## src/rtl/pipeline_stall_ctrl_if.sv

```systemverilog
// Hazard-control bundle between the EX/D stage decode signals and the stall/flush controller.
// The controller consumes hazard inputs and returns pipeline-register enables plus perf counters.
interface pipeline_stall_ctrl_if #(
    parameter int CNT_W = 32
);
    logic             MemReadE;
    logic [4:0]       RD_E;
    logic [4:0]       Rs1_D;
    logic [4:0]       Rs2_D;
    logic             PCSrcE;
    logic             MdStartE;
    logic             StallF;
    logic             StallD;
    logic             StallE;
    logic             FlushD;
    logic             FlushE;
    logic             FlushM;
    logic             MdDone;
    logic [CNT_W-1:0] stall_cnt;
    logic [CNT_W-1:0] flush_cnt;

    modport master (
        output MemReadE, RD_E, Rs1_D, Rs2_D, PCSrcE, MdStartE,
        input  StallF, StallD, StallE, FlushD, FlushE, FlushM, MdDone,
        input  stall_cnt, flush_cnt
    );

    modport slave (
        input  MemReadE, RD_E, Rs1_D, Rs2_D, PCSrcE, MdStartE,
        output StallF, StallD, StallE, FlushD, FlushE, FlushM, MdDone,
        output stall_cnt, flush_cnt
    );
endinterface

```

## src/rtl/pipeline_stall_ctrl.sv

```systemverilog
// Stall/flush sequencer for the 5-stage core: load-use bubbles, taken-branch flushes,
// multi-cycle MUL/DIV occupancy of EX, and saturating stall/flush cycle counters.
module pipeline_stall_ctrl #(
    parameter int MD_LATENCY = 4,
    parameter int CNT_W      = 32
) (
    input logic                   clk,
    input logic                   rst,
    pipeline_stall_ctrl_if.slave  bus
);
    typedef enum logic {RUN, MD_BUSY} state_e;

    typedef struct packed {
        logic stall_f;
        logic stall_d;
        logic stall_e;
        logic flush_d;
        logic flush_e;
        logic flush_m;
        logic md_done;
    } ctrl_t;

    state_e           state_q, state_d;
    logic [4:0]       md_cnt_q, md_cnt_d;
    logic [CNT_W-1:0] stall_cnt_q, stall_cnt_d;
    logic [CNT_W-1:0] flush_cnt_q, flush_cnt_d;
    logic             lw_stall;
    ctrl_t            ctrl;

    assign lw_stall = bus.MemReadE && (bus.RD_E != 5'd0) &&
                      ((bus.RD_E == bus.Rs1_D) || (bus.RD_E == bus.Rs2_D));

    always_comb begin
        // NOTE: every signal gets a default before the case so no path leaves it unassigned (no latch).
        ctrl     = '0;
        state_d  = state_q;
        md_cnt_d = md_cnt_q;
        case (state_q)
            RUN: begin
                if (bus.PCSrcE) begin
                    ctrl.flush_d = 1'b1;
                    ctrl.flush_e = 1'b1;
                end else if (bus.MdStartE) begin
                    ctrl.stall_f = 1'b1;
                    ctrl.stall_d = 1'b1;
                    ctrl.stall_e = 1'b1;
                    ctrl.flush_m = 1'b1;
                    md_cnt_d     = 5'(MD_LATENCY - 2);
                    state_d      = MD_BUSY;
                end else if (lw_stall) begin
                    ctrl.stall_f = 1'b1;
                    ctrl.stall_d = 1'b1;
                    ctrl.flush_e = 1'b1;
                end
            end
            MD_BUSY: begin
                // Branch and load hazards cannot arise while EX is held by the MUL/DIV.
                if (md_cnt_q != 5'd0) begin
                    ctrl.stall_f = 1'b1;
                    ctrl.stall_d = 1'b1;
                    ctrl.stall_e = 1'b1;
                    ctrl.flush_m = 1'b1;
                    md_cnt_d     = md_cnt_q - 5'd1;
                end else begin
                    ctrl.md_done = 1'b1;
                    state_d      = RUN;
                end
            end
            default: state_d = RUN;
        endcase
        if (!rst) begin
            ctrl = '0;
        end
    end

    always_comb begin
        stall_cnt_d = stall_cnt_q;
        flush_cnt_d = flush_cnt_q;
        if (ctrl.stall_f && (stall_cnt_q != '1)) begin
            stall_cnt_d = stall_cnt_q + CNT_W'(1);
        end
        if ((ctrl.flush_d || ctrl.flush_e) && (flush_cnt_q != '1)) begin
            flush_cnt_d = flush_cnt_q + CNT_W'(1);
        end
    end

    // NOTE: state registers use non-blocking assignments so all flops sample the same pre-edge values.
    always_ff @(posedge clk or negedge rst) begin
        if (!rst) begin
            state_q     <= RUN;
            md_cnt_q    <= 5'd0;
            stall_cnt_q <= '0;
            flush_cnt_q <= '0;
        end else begin
            state_q     <= state_d;
            md_cnt_q    <= md_cnt_d;
            stall_cnt_q <= stall_cnt_d;
            flush_cnt_q <= flush_cnt_d;
        end
    end

    assign bus.StallF    = ctrl.stall_f;
    assign bus.StallD    = ctrl.stall_d;
    assign bus.StallE    = ctrl.stall_e;
    assign bus.FlushD    = ctrl.flush_d;
    assign bus.FlushE    = ctrl.flush_e;
    assign bus.FlushM    = ctrl.flush_m;
    assign bus.MdDone    = ctrl.md_done;
    assign bus.stall_cnt = stall_cnt_q;
    assign bus.flush_cnt = flush_cnt_q;
endmodule

```

## src/flat_wrapper.sv

```systemverilog
// flat-port wrapper written by rule: the top's interface ports become plain ports
module pipeline_stall_ctrl_flat 
#(
    parameter int MD_LATENCY = 4,
    parameter int CNT_W      = 32
)
  (clk, rst, bus_MemReadE, bus_RD_E, bus_Rs1_D, bus_Rs2_D, bus_PCSrcE, bus_MdStartE, bus_StallF, bus_StallD, bus_StallE, bus_FlushD, bus_FlushE, bus_FlushM, bus_MdDone, bus_stall_cnt, bus_flush_cnt);
  pipeline_stall_ctrl_if #(.CNT_W(CNT_W)) bus_i ();
  input logic clk;
  input logic rst;
  input wire logic [$bits(bus_i.MemReadE)-1:0] bus_MemReadE;
  input wire logic [$bits(bus_i.RD_E)-1:0] bus_RD_E;
  input wire logic [$bits(bus_i.Rs1_D)-1:0] bus_Rs1_D;
  input wire logic [$bits(bus_i.Rs2_D)-1:0] bus_Rs2_D;
  input wire logic [$bits(bus_i.PCSrcE)-1:0] bus_PCSrcE;
  input wire logic [$bits(bus_i.MdStartE)-1:0] bus_MdStartE;
  output wire logic [$bits(bus_i.StallF)-1:0] bus_StallF;
  output wire logic [$bits(bus_i.StallD)-1:0] bus_StallD;
  output wire logic [$bits(bus_i.StallE)-1:0] bus_StallE;
  output wire logic [$bits(bus_i.FlushD)-1:0] bus_FlushD;
  output wire logic [$bits(bus_i.FlushE)-1:0] bus_FlushE;
  output wire logic [$bits(bus_i.FlushM)-1:0] bus_FlushM;
  output wire logic [$bits(bus_i.MdDone)-1:0] bus_MdDone;
  output wire logic [$bits(bus_i.stall_cnt)-1:0] bus_stall_cnt;
  output wire logic [$bits(bus_i.flush_cnt)-1:0] bus_flush_cnt;
  assign bus_i.MemReadE = bus_MemReadE;
  assign bus_i.RD_E = bus_RD_E;
  assign bus_i.Rs1_D = bus_Rs1_D;
  assign bus_i.Rs2_D = bus_Rs2_D;
  assign bus_i.PCSrcE = bus_PCSrcE;
  assign bus_i.MdStartE = bus_MdStartE;
  assign bus_StallF = bus_i.StallF;
  assign bus_StallD = bus_i.StallD;
  assign bus_StallE = bus_i.StallE;
  assign bus_FlushD = bus_i.FlushD;
  assign bus_FlushE = bus_i.FlushE;
  assign bus_FlushM = bus_i.FlushM;
  assign bus_MdDone = bus_i.MdDone;
  assign bus_stall_cnt = bus_i.stall_cnt;
  assign bus_flush_cnt = bus_i.flush_cnt;
  pipeline_stall_ctrl #(.MD_LATENCY(MD_LATENCY), .CNT_W(CNT_W)) u_core (.clk(clk), .rst(rst), .bus(bus_i));
endmodule
```

## config.mk

```make
export PLATFORM = sky130hd
export DESIGN_NAME = pipeline_stall_ctrl_flat
export DESIGN_NICKNAME = d
export VERILOG_FILES = /design/src/rtl/pipeline_stall_ctrl_if.sv /design/src/rtl/pipeline_stall_ctrl.sv /design/src/flat_wrapper.sv
export SDC_FILE = /design/constraint.sdc
export NUM_CORES = 1
export LEC_CHECK = 0
export ABC_AREA = 1
export ABC_CLOCK_PERIOD_IN_PS = 4900
export BUFFER_PORTS_ARGS = -buffer_cell sky130_fd_sc_hd__buf_2
export CAP_MARGIN = 20
export CORE_UTILIZATION = 45
export DETAILED_ROUTE_END_ITERATION = 10
export PLACE_DENSITY = 0.77
export SLEW_MARGIN = 25
export SYNTH_ARGS = -nofsm -noshare
export SYNTH_HDL_FRONTEND = slang
export SYNTH_SLANG_ARGS = --single-unit
```

## constraint.sdc

```tcl
create_clock -name clk -period 4.9 [get_ports clk]
set_clock_uncertainty 0.15 [all_clocks]
set_input_delay 0.245 -clock clk [delete_from_list [all_inputs] [get_ports clk]]
set_output_delay 0.245 -clock clk [all_outputs]
set_load 0.01 [all_outputs]
```

Word level (Yosys, flattened, before mapping)
Cells that the tools add are included.
Widths: inputs -> output; s select.
{"block": "word_totals", "register_bits": 70, "in_bits": 20}
{"block": "classes", "n_reduce_logical": 9, "mux": 21, "n_addsub": 3, "bitwise_logic": 1, "eq_ne": 7}
{"op": "$add 32x1->32 const B", "n": 2}
{"op": "$ne 32x32->1 const B", "n": 2}
{"op": "$mux 5", "n": 3}
{"op": "$eq 5x5->1", "n": 2}
{"op": "$pmux 5 s2", "n": 1}
{"op": "$reduce_bool 5->1", "n": 2}
{"op": "$mux 1", "n": 9}
{"op": "$mux 7", "n": 1}
{"op": "$mux 2", "n": 3}
{"op": "$mux 3", "n": 2}
{"op": "$ne 2x2->1 const B", "n": 3}
{"op": "$pmux 3 s2", "n": 1}
{"op": "$sub 5x1->5 const B", "n": 1}
{"op": "$logic_and 1x1->1", "n": 4}
{"op": "$reduce_and 3->1", "n": 1}
{"op": "$logic_or 1x1->1", "n": 2}
{"op": "$pmux 1 s2", "n": 1}
{"op": "$not 1->1", "n": 1}

Longest topological paths before layout
Gate-level depths: netlist of the first run.
{"block": "logic_depth", "depth_word": 10, "ltp_mapped": 12}

Worst setup path before layout of the first run
No wires, ideal clock.
{"block": "synth_path", "path_type": "register to register", "startpoint": "reg u_core.stall_cnt_q[0] (netlist: u_core.bus.stall_cnt[0])", "endpoint": "reg u_core.stall_cnt_q[2] (netlist: u_core.bus.stall_cnt[2])", "setup_ps": 117, "synth_period_minus_slack_ps": 2005, "path_stages_with_launch": 10, "t_arrival_ps": 1737, "slack_ps": 2895, "t_required_ps": 4633, "n_path_buf": 1, "cell_sequence": "dfrtp_1 > ha_1 > nand3_2 > nor2_4 > nand2_2 > nor3_4 > nand4_4 > buf_2 > nand3_1 > nand2_1"}
{"block": "synth_between", "elab_chain_cells": 2, "word_cells_on_any_way": 3}
{"item": "from (decl)", "line_no": "pipeline_stall_ctrl.sv:25", "text": "logic [CNT_W-1:0] stall_cnt_q, stall_cnt_d;"}
{"item": "from (signal assigned)", "line_no": "pipeline_stall_ctrl.sv:97", "text": "stall_cnt_q <= stall_cnt_d;"}
{"item": "parallel branches: the longest is 2 deep, another holds $add 32x1->32"}
Several ways; the timed one is not identified.
A chain may end at the register's enable or synchronous reset.

Worst setup path in the final report of the first run
{"block": "layout_path", "startpoint": "reg u_core.stall_cnt_q[0] (netlist: u_core.bus.stall_cnt[0])", "endpoint": "reg u_core.stall_cnt_q[18] (netlist: u_core.bus.stall_cnt[18])"}
Same word-level chain as after synthesis.

==> metrics, run 1 <==
Pint=0.00107 W; root buf cell=clkbuf_8; CTS resizes=0; Comb power frac=24.5%; normalized max-slew margin=43.3%; Crit Path Max Fanout=33; Final Max Slew Viols=0; Post-synth EDFFs=0; fillers=1068; FFs w/ async S/R, synth=100%; Synth Flop Type=dfrtp_1; Final nets=856; Hold WC Path Type=primary input to asynchronous set/reset pin; final instance count without filler cells=974; gr usage total=23.3%; Area after DPL=0.00542 mm2; hold_buf cts=1; max-cap viol count=0; clock net sink count=70; pin slew with the least headroom to its limit=0.850 ns; fmax=0.366 GHz; Avg WL per Cell=12.7 um; syn nets=771; top-area cell type share of the netlist area=35.7%; Initial Util=47.0%; die height=106 um; post-synthesis cell count=748; Clk pwr share=33.3%; Placed Cells=957; PortBufs=90; top-count cell post-synth=nand2_1; Netlist cell types=28; sw frac=34.5%; P_leak=3.08 nW; register bit total from synthesis=70; Via Count=4930; drt first pass iters=5; worst endpoint required time=5.05 ns; residual DRC count=0; total grt overflow=0; CP Data Arrival Time=2.88 ns; Area growth syn-to-layout=15.2%; core area=0.0105 mm2; synth warn=0; Final ANT Viol Nets=0; overall routed net length=12400 um; minimum clock period=2.73 ns; area leader, netlist=dfrtp_1; register area share after synthesis=35.7%; capturing point of the worst reg2reg path=u_core.bus.stall_cnt[18]; setup tns final=0 ns; Row Count=37; Clk Latency, worst-skew pair=0.36 ns; total power=0.00164 W; Final period util=55.8%; internal reg-to-reg setup slack=2.17 ns; sw power=0.000565 W; IO Pins=91; Max Buffers Root-to-Sink=2; worst r2r path cells=9; WS Path Type=register to register; DRT iter0 DRCs=386; Final HPWL DP=9080 um; die area=0.0113 mm2; crit start category=register; design area=0.00566 mm2; TritonCTS clock tree=yes; share of post-route cells with drive strength above 1=15.0%; Post-Syn Area=0.00491 mm2; PwrDens=290 mW/mm2; r2r startpoint=u_core.bus.stall_cnt[0]; via-per-instance ratio=5.06; critical path startpoint=u_core.bus.stall_cnt[0]; Final setup viols=0; Antenna Cells=0; outcome=completed; initial antenna violation count=0; first-pass GRT wire length=21100 um; Area contributors post-synth=dfrtp_1 (36%), nand2_1 (24%), nand3_1 (8.8%); CTS Buf Count=9; synthesized area per cell=6.57 um2; Final Hold Fails=0; Setup crit end=u_core.bus.stall_cnt[18]; RSZ-0062 raised after global routing=no; CP endpoint kind=register; Die X=106 um; worst vdd ir=0.132 mV; Worst-path clk slew=0.08 ns; Reg power frac=42.2%; Post-synth top cells=nand2_1 (317), nand3_1 (86), nor2_1 (84), dfrtp_1 (70), inv_1 (61); largest net degree at the start of global routing=68; routability cong.=0.950; Post-CTS Setup Inserts=0; vias in the first global route=4611; htree depth=3
## layout make-up
class	count	area [um2]	share of cell area (%)
multi-input cells	597	2790	49.3
clock buffers	11	151	2.67
flip-flops and latches	70	1750	30.9
clock inverters	5	81.3	1.44
well taps	136	170	3.01
repair buffers	94	485	8.58
inverters	61	229	4.05
## cells by family (layout without fill, tap and decap cells)
kind of cell,Yosys count,after routing,synth area share [%]
XOR/XNOR,42,42,7.49
adder cells (fa/ha/maj),3,3,0.764
buffers and inverters,81,171,7.51
flip-flops,70,70,35.7
AO/OA/AOI/OAI,6,6,0.611
AND/OR/NAND/NOR,546,546,48.0
## state kept, by name, summed over array words and instances, names as in the netlist
register              count
u_core.bus.stall_cnt     32
u_core.state_q            1
u_core.bus.flush_cnt     32
u_core.md_cnt_q           5
## worst max-delay path, stage by stage (launching register included)
cell and delay (ns):
dfrtp_1 0.46, ha_1 0.30, nand3_2 0.19, nor2_4 0.17
nand2_2 0.11, nor3_4 0.17, nand4_4 0.44, nand2_4 0.49
nand2_1 0.10, nand2_1 0.07
## per-stage QoR
step,hold slack (ns),setup slack (ns),util (%)
2_1_floorplan,-0.201,2.90,-
3_5_place_dp,-0.0804,2.17,51.8
5_1_grt,0.0779,1.94,54.1
6_report,0.0816,2.17,54.1
4_1_cts,0.0667,2.15,54.1
3_3_place_gp,-0.0802,2.31,51.8
## metal layers
| layer | wire length (um) | GRT usage (%) | vias up | share of wire (%) |
|---|---|---|---|---|
| li1 | - | - | 2511 | - |
| met1 | 5860 | 31.2 | 2255 | 47 |
| met2 | 5580 | 37.2 | 145 | 45 |
| met3 | 755 | 4.84 | 19 | 6.1 |
| met4 | 209 | 8.32 | 0 | 1.7 |
| met5 | 0 | 0 | - | 0 |
## layout by cell type (no fill, tap or decap)
cell,n
nand2_1,317
buf_2,89
nand3_1,86
nor2_1,84
dfrtp_1,70
inv_1,61
xor2_1,29
nor3_1,18
xnor2_1,13
nand3b_1,12
clkbuf_8,11
nand4_1,10
nand2_2,5
o21ai_0,5
buf_4,4
nor2_2,3
ha_1,3
nor3_2,2
nor2_4,2
bufinv_16,2
nand3_2,1
nor3_4,1
nor4_1,1
nand4_4,1
nand2_4,1
nand4_2,1
nor3b_1,1
a21oi_1,1
clkinv_2,1
clkinv_4,1
clkinvlp_4,1
dlygate4sd3_1,1
## how the worst min path moves through the flow
stage,start,end
2_1_floorplan,rst,u_core.bus.flush_cnt[0]
3_3_place_gp,rst,u_core.md_cnt_q[1]
3_5_place_dp,rst,u_core.md_cnt_q[1]
4_1_cts,rst,u_core.md_cnt_q[1]
5_1_grt,rst,u_core.md_cnt_q[1]
6_report,rst,u_core.md_cnt_q[1]
## power by group through the flow
stage | sequential (W) | clock, W | combinational (W)
detailed placement | 0.000701 | 0 | 0.000405
global route | 0.000700 | 0.000583 | 0.000450
CTS | 0.000691 | 0.000561 | 0.000407
floorplan | 0.000705 | 0 | 0.000294
global placement | 0.000700 | 0 | 0.000394
finish | 0.000691 | 0.000546 | 0.000402
Note: power is estimated with default switching activity, not from simulation.
==> run 2: changes to the inputs <==
Settings changed: ABC_CLOCK_PERIOD_IN_PS 4900 to 2300, PLACE_DENSITY 0.77 to 0.79.
Clock period 4.9 ns to 2.3 ns, I/O delays scaled along.
==> run 2 against run 1 <==
Clock power up 82%. Register-to-register slack worse by 2.0 ns. Cell count up 1.3%. Wire length up 0.94%. Non-clock buffer count up 14. Cell area up 1.9%. Sequential cell count unchanged.
==> metrics, run 2 (synthesis gave the netlist of run 1 again) <==
Final Hold Fails=0 (unchanged); core area=0.0105 mm2 (unchanged); Clk Latency, worst-skew pair=0.35 ns (was 0.36 ns); PwrDens=593 mW/mm2 (was 290 mW/mm2); Final period util=94.9%; Crit Path Max Fanout=16 (was 33); Initial Util=47.0% (unchanged); most frequent cells in the layout=nand2_1 (317), buf_2 (89), nand3_1 (85) (was nand2_1 (317), buf_2 (89), nand3_1 (86)); P_leak=3.14 nW (was 3.08 nW); PortBufs=90 (unchanged); max-cap viol count=0 (unchanged); Row Count=37 (unchanged); Antenna Cells=0 (unchanged); vias in the first global route=4575 (was 4611); minimum clock period=2.18 ns; Max Buffers Root-to-Sink=2 (unchanged); Avg WL per Cell=12.7 um (about the same); pin slew with the least headroom to its limit=0.625 ns (was 0.850 ns); share of post-route cells with drive strength above 1=16.7% (was 15.0%); first-pass GRT wire length=20800 um (was 21100 um); Final Max Slew Viols=0 (unchanged); Final nets=870 (was 856); CP peak stage delay=0.37 ns (was 0.49 ns); met2 usage=36.9% (was 37.2%); die area=0.0113 mm2 (unchanged); met1 Usage GRT=29.9% (was 31.2%); initial antenna violation count=0 (unchanged); Most Used Layer, Global Route=met2 (unchanged); WS Path Type=register to output port (was register to register); largest net degree at the start of global routing=41 (was 68); gr usage total=22.7% (was 23.3%); root buf cell=clkbuf_8 (unchanged); outcome=completed (unchanged); TritonCTS clock tree=yes (unchanged); worst vdd ir=0.285 mV (was 0.132 mV); IO Pins=91 (unchanged); Final ANT Viol Nets=0 (unchanged); via-per-instance ratio=5.08 (was 5.06); total grt overflow=0 (unchanged); Area growth syn-to-layout=17.5% (was 15.2%); CP Data Arrival Time=1.92 ns (was 2.88 ns); normalized max-slew margin=57.9% (was 43.3%); worst endpoint required time=2.04 ns (was 5.05 ns); met3 Use GR=4.41% (was 4.84%); DP Worst Slack=0.194 ns (was 2.17 ns); die height=106 um (unchanged); fmax=0.458 GHz; Final setup viols=0 (unchanged); Worst path slowest cell=dfrtp_1 (was nand2_4); leading cell type in the layout, fill and taps excluded=nand2_1 (unchanged); routability cong.=0.955 (was 0.950); crit start category=register (unchanged); clock net sink count=70 (unchanged); overall routed net length=12500 um (was 12400 um); CTS Buf Count=9 (unchanged); Hold WC Path Type=primary input to register (was primary input to asynchronous set/reset pin); PnR worst setup slack=0.118 ns (was 2.17 ns); setup tns final=0 ns (unchanged); DRT iter0 DRCs=271 (was 386); residual DRC count=0 (unchanged); drt first pass iters=5 (unchanged); worst path cell trace=inv_2 -> ha_2 -> nand3_2 -> nor3_4 -> nor2_1 -> nand3_1 -> nand2_4 -> buf_8 -> buf_2 (was ha_1 -> nand3_2 -> nor2_4 -> nand2_2 -> nor3_4 -> nand4_4 -> nand2_4 -> nand2_1 -> nand2_1); Via Count=5017 (was 4930); RSZ-0062 raised after global routing=no (unchanged); htree depth=3 (unchanged); CP endpoint kind=output port (was register); Die X=106 um (unchanged); Final HPWL DP=9520 um (was 9080 um); Worst-path clk slew=0.07 ns (was 0.08 ns); Post-CTS Setup Inserts=0 (unchanged)
## run 2: cell count changes in the layout (fill, tap and decap cells not counted), sizes merged
| cell | before | now |
|---|---|---|
| buf | 93 | 107 |
| bufinv | 2 | 1 |
## run 2: layer usage
metal | share of wire [%] | wire length, um | vias to the layer above
met3 | 7.4 | 930 | 24
met2 | 46 | 5720 | 193
met4 | 1.9 | 233 | 0
met1 | 45 | 5640 | 2258
met5 | 0 | 0 | -
li1 | - | - | 2542
## run 2: stage by stage
step	util [%]	hold slack, ns	total power, W	std cells	area, um2
finish	55.2	0.0806	0.00342	987	5770
global route	55.2	0.0938	0.00363	987	5770
CTS	54.9	0.0610	0.00341	987	5750
global placement	52.9	0.0882	0.00238	971	5540
floorplan	-	-0.331	0.00213	748	4910
detailed placement	52.9	0.0886	0.00239	971	5540
## run 2: critical path, delay by kind of cell (launching register included)
family,cells,cell delay (ns)
adders and majority gates,1,0.19
buffers and inverters,3,0.37
DFF,1,0.37
and+or+nand+nor,5,0.64
## run 2: worst paths after layout
check	from	to	slack, ns	depth (start not counted)
min	bus_MdStartE	u_core.state_q	0.08	5
max in group asynchronous	rst	u_core.bus.stall_cnt[29]	1.32	3
max	u_core.md_cnt_q[0]	bus_StallD	0.12	9
max reg2reg	u_core.bus.stall_cnt[0]	u_core.bus.stall_cnt[18]	0.18	9
min in group asynchronous	rst	u_core.md_cnt_q[4]	0.26	3
min reg2reg	u_core.bus.stall_cnt[31]	u_core.bus.stall_cnt[31]	0.38	2
## run 2: cell type report
type / instances / area [um2]
Clock buffer: 11 / 141
Clock inverter: 4 / 47.5
Fill cell: 1056 / 4690
Inverter: 61 / 229
Multi-Input combinational cell: 597 / 2820
Sequential cell: 70 / 1750
Tap cell: 136 / 170
Timing Repair Buffer: 108 / 611
## run 2: repair_timing
item / CTS / global route
pin swaps: 0 / 3
setup endpoints to repair: 2 / 2
hold endpoints to repair: 70 / 0
resized for setup: 2 / 8
hold buffers: 1 / 0
## run 2: report_power, final
group	internal [W]	switching, W	leakage (nW)
Sequential	0.00134	0.000137	0.960
Clock	0.000522	0.000475	0.0952
Combinational	0.000345	0.000603	2.08
==> run 3: changes to the inputs <==
Settings changed: CORE_UTILIZATION 45 to 50, PLACE_DENSITY 0.79 to 0.86, TNS_END_PERCENT set to 100.
==> run 3 against run 2 <==
Sequential share of layout area shrank 0.096 points. Critical endpoint unchanged. Largest cell class unchanged. Power shrank 0.44%. Critical path depth is the same. Register-to-register slack gained 0.09 ns. Sequential power is essentially flat. Global-route usage grew 3.4 points. Cell area grew 0.39%. Clock power shrank 6.5%. Cell count is the same. Wire length grew 1.0%.
==> metrics, run 3 (synthesis gave the netlist of run 1 again) <==
PnR worst setup slack=0.106 ns (was 0.118 ns); Hold Path Origin=bus_MdStartE (unchanged); overall routed net length=12700 um (was 12500 um); Hold Path Depth=5 (unchanged); PortBufs=90 (unchanged); Worst Hold Path EP=u_core.state_q (unchanged); Final Hold Fails=0 (unchanged); Final ANT Viol Nets=0 (unchanged); worst r2r path cells=11 (was 9); first-pass GRT wire length=21100 um (was 20800 um); minimum clock period=2.19 ns (was 2.18 ns); gr usage total=26.1% (was 22.7%); Worst-path clk slew=0.07 ns (about the same); final core occ=61.8% (was 55.2%); most frequent cells in the layout=nand2_1 (317), buf_2 (89), nand3_1 (85) (unchanged); Hold WC Path Type=primary input to register (unchanged); via-per-instance ratio=5.17 (was 5.08); Placed Cells=968 (was 971); Antenna Cells=0 (unchanged); routability cong.=0.998 (was 0.955); Final period util=95.4% (was 94.9%); Final HPWL DP=9670 um (was 9520 um); P_leak=3.16 nW (was 3.14 nW); max-cap viol count=0 (unchanged); WS Path Type=register to output port (unchanged); fillers=900 (was 1056); Max Buffers Root-to-Sink=2 (unchanged); Final setup viols=0 (unchanged); initial antenna violation count=0 (unchanged); Initial Util=52.4% (was 47.0%); setup tns final=0 ns (unchanged); crit start category=register (unchanged); Crit Path Max Fanout=19 (was 16); Via Count=5100 (was 5017); htree depth=3 (unchanged); Pint=0.00219 W (was 0.00221 W); total grt overflow=0 (unchanged); worst endpoint required time=2.04 ns (about the same); Clk Latency, worst-skew pair=0.35 ns (about the same); die area=0.0102 mm2 (was 0.0113 mm2); CP endpoint kind=output port (unchanged); Reg power frac=43.2% (about the same); r2r startpoint=u_core.bus.flush_cnt[5] (was u_core.bus.stall_cnt[0]); Die X=101 um (was 106 um); outcome=completed (unchanged); Area after DPL=0.00554 mm2 (about the same); IO Pins=91 (unchanged); Final Max Slew Viols=0 (unchanged); clock net sink count=70 (unchanged); root buf cell=clkbuf_8 (unchanged); sw power=0.00121 W (about the same); Comb power frac=29.5% (was 27.7%); vias in the first global route=4539 (was 4575); capturing point of the worst reg2reg path=u_core.bus.flush_cnt[21] (was u_core.bus.stall_cnt[18]); pin slew with the least headroom to its limit=0.587 ns (was 0.625 ns); PwrDens=588 mW/mm2 (was 593 mW/mm2); share of post-route cells with drive strength above 1=17.4% (was 16.7%); CTS Buf Count=9 (unchanged); largest net degree at the start of global routing=48 (was 41); DP Worst Slack=0.292 ns (was 0.194 ns); Area growth syn-to-layout=17.9% (was 17.5%); final instance count without filler cells=987 (unchanged); Final nets=876 (was 870); core area=0.00937 mm2 (was 0.0105 mm2); residual DRC count=0 (unchanged); normalized max-slew margin=60.9% (was 57.9%); fmax=0.456 GHz (was 0.458 GHz); internal reg-to-reg setup slack=0.27 ns (was 0.18 ns); Clk pwr share=27.3% (was 29.1%); Row Count=35 (was 37); design area=0.00579 mm2 (was 0.00577 mm2); sw frac=35.6% (was 35.5%); die height=101 um (was 106 um); Avg WL per Cell=12.8 um (was 12.7 um); DRT iter0 DRCs=292 (was 271); TritonCTS clock tree=yes (unchanged); leading cell type in the layout, fill and taps excluded=nand2_1 (unchanged); drt first pass iters=7 (was 5); worst vdd ir=0.288 mV (was 0.285 mV); CP Data Arrival Time=1.93 ns (was 1.92 ns)
-- run 3: cell types whose count changed in the layout (fill, tap and decap cells not counted) --
cell       delta
buf_4         +7
clkbuf_8      +2
nand2_2       +2
nand2_4       -2
buf_12        -1
bufinv_16     -1
dfrtp_1       -1
dfrtp_2       +1
ha_2          -1
ha_4          +1
inv_1         +1
inv_2         -1
-- run 3: worst max path at each step --
stage                                  startpoint                        to  slack (ns)  cells after the start
after floorplan           u_core.bus.stall_cnt[0]   u_core.bus.stall_cnt[2]        0.30                      9
after global placement    u_core.bus.flush_cnt[5]  u_core.bus.flush_cnt[13]        0.34                     10
after detailed placement  u_core.bus.stall_cnt[1]  u_core.bus.stall_cnt[13]        0.29                      9
after CTS                      u_core.md_cnt_q[0]                bus_StallD        0.02                      9
after global routing           u_core.md_cnt_q[1]                bus_StallD      -0.002                      9
final                          u_core.md_cnt_q[1]                bus_StallD        0.11                      9
-- run 3: stage by stage --
step	total power (W)	hold WS [ns]
after floorplan	0.00213	-0.331
final	0.00341	0.0696
after detailed placement	0.00242	-0.108
after global routing	0.00362	0.116
after global placement	0.00239	-0.106
after CTS	0.00339	0.0648
-- run 3: layer usage --
metal  part of all wire (%)  track usage [%]  vias up
met2                     47             41.6      172
met4                    1.7             8.58        0
li1                       -                -     2553
met5                      0                0        -
met3                    6.1             4.23       22
met1                     46             36.3     2353
-- run 3: final cells by class --
cell class	count	area, um2	share of cell area (%)
repair buffers	114	643	11.1
inverters	61	229	3.95
well taps	129	161	2.79
multi-input cells	597	2820	48.7
clock inverters	3	17.5	0.302
flip-flops and latches	70	1750	30.3
clock buffers	13	169	2.92
-- run 3: critical path, stage by stage, from the launching register on --
cell and delay, ns:
dfrtp_1 0.36, inv_1 0.13, ha_4 0.16, nand3_2 0.10, nor3_4 0.20, nor2_4 0.10, nand2_2 0.08, nand2_2 0.11
buf_8 0.18, buf_2 0.15
-- run 3: power by group through the flow --
stage	Sequential, W	Combinational [W]	Clock [W]
after global routing	0.00148	0.00113	0.00101
after floorplan	0.00150	0.000626	0
after CTS	0.00146	0.000974	0.000951
after detailed placement	0.00149	0.000929	0
after global placement	0.00148	0.000904	0
final	0.00147	0.00100	0.000931
-- run 3: timing repair --
item	4_1_cts	5_1_grt
gates cloned	0	0
pin swaps	1	2
endpoints found under the setup margin	2	2
gates resized for setup	4	5
hold endpoints to repair	23	0
setup buffers	1	1
hold buffers	1	0
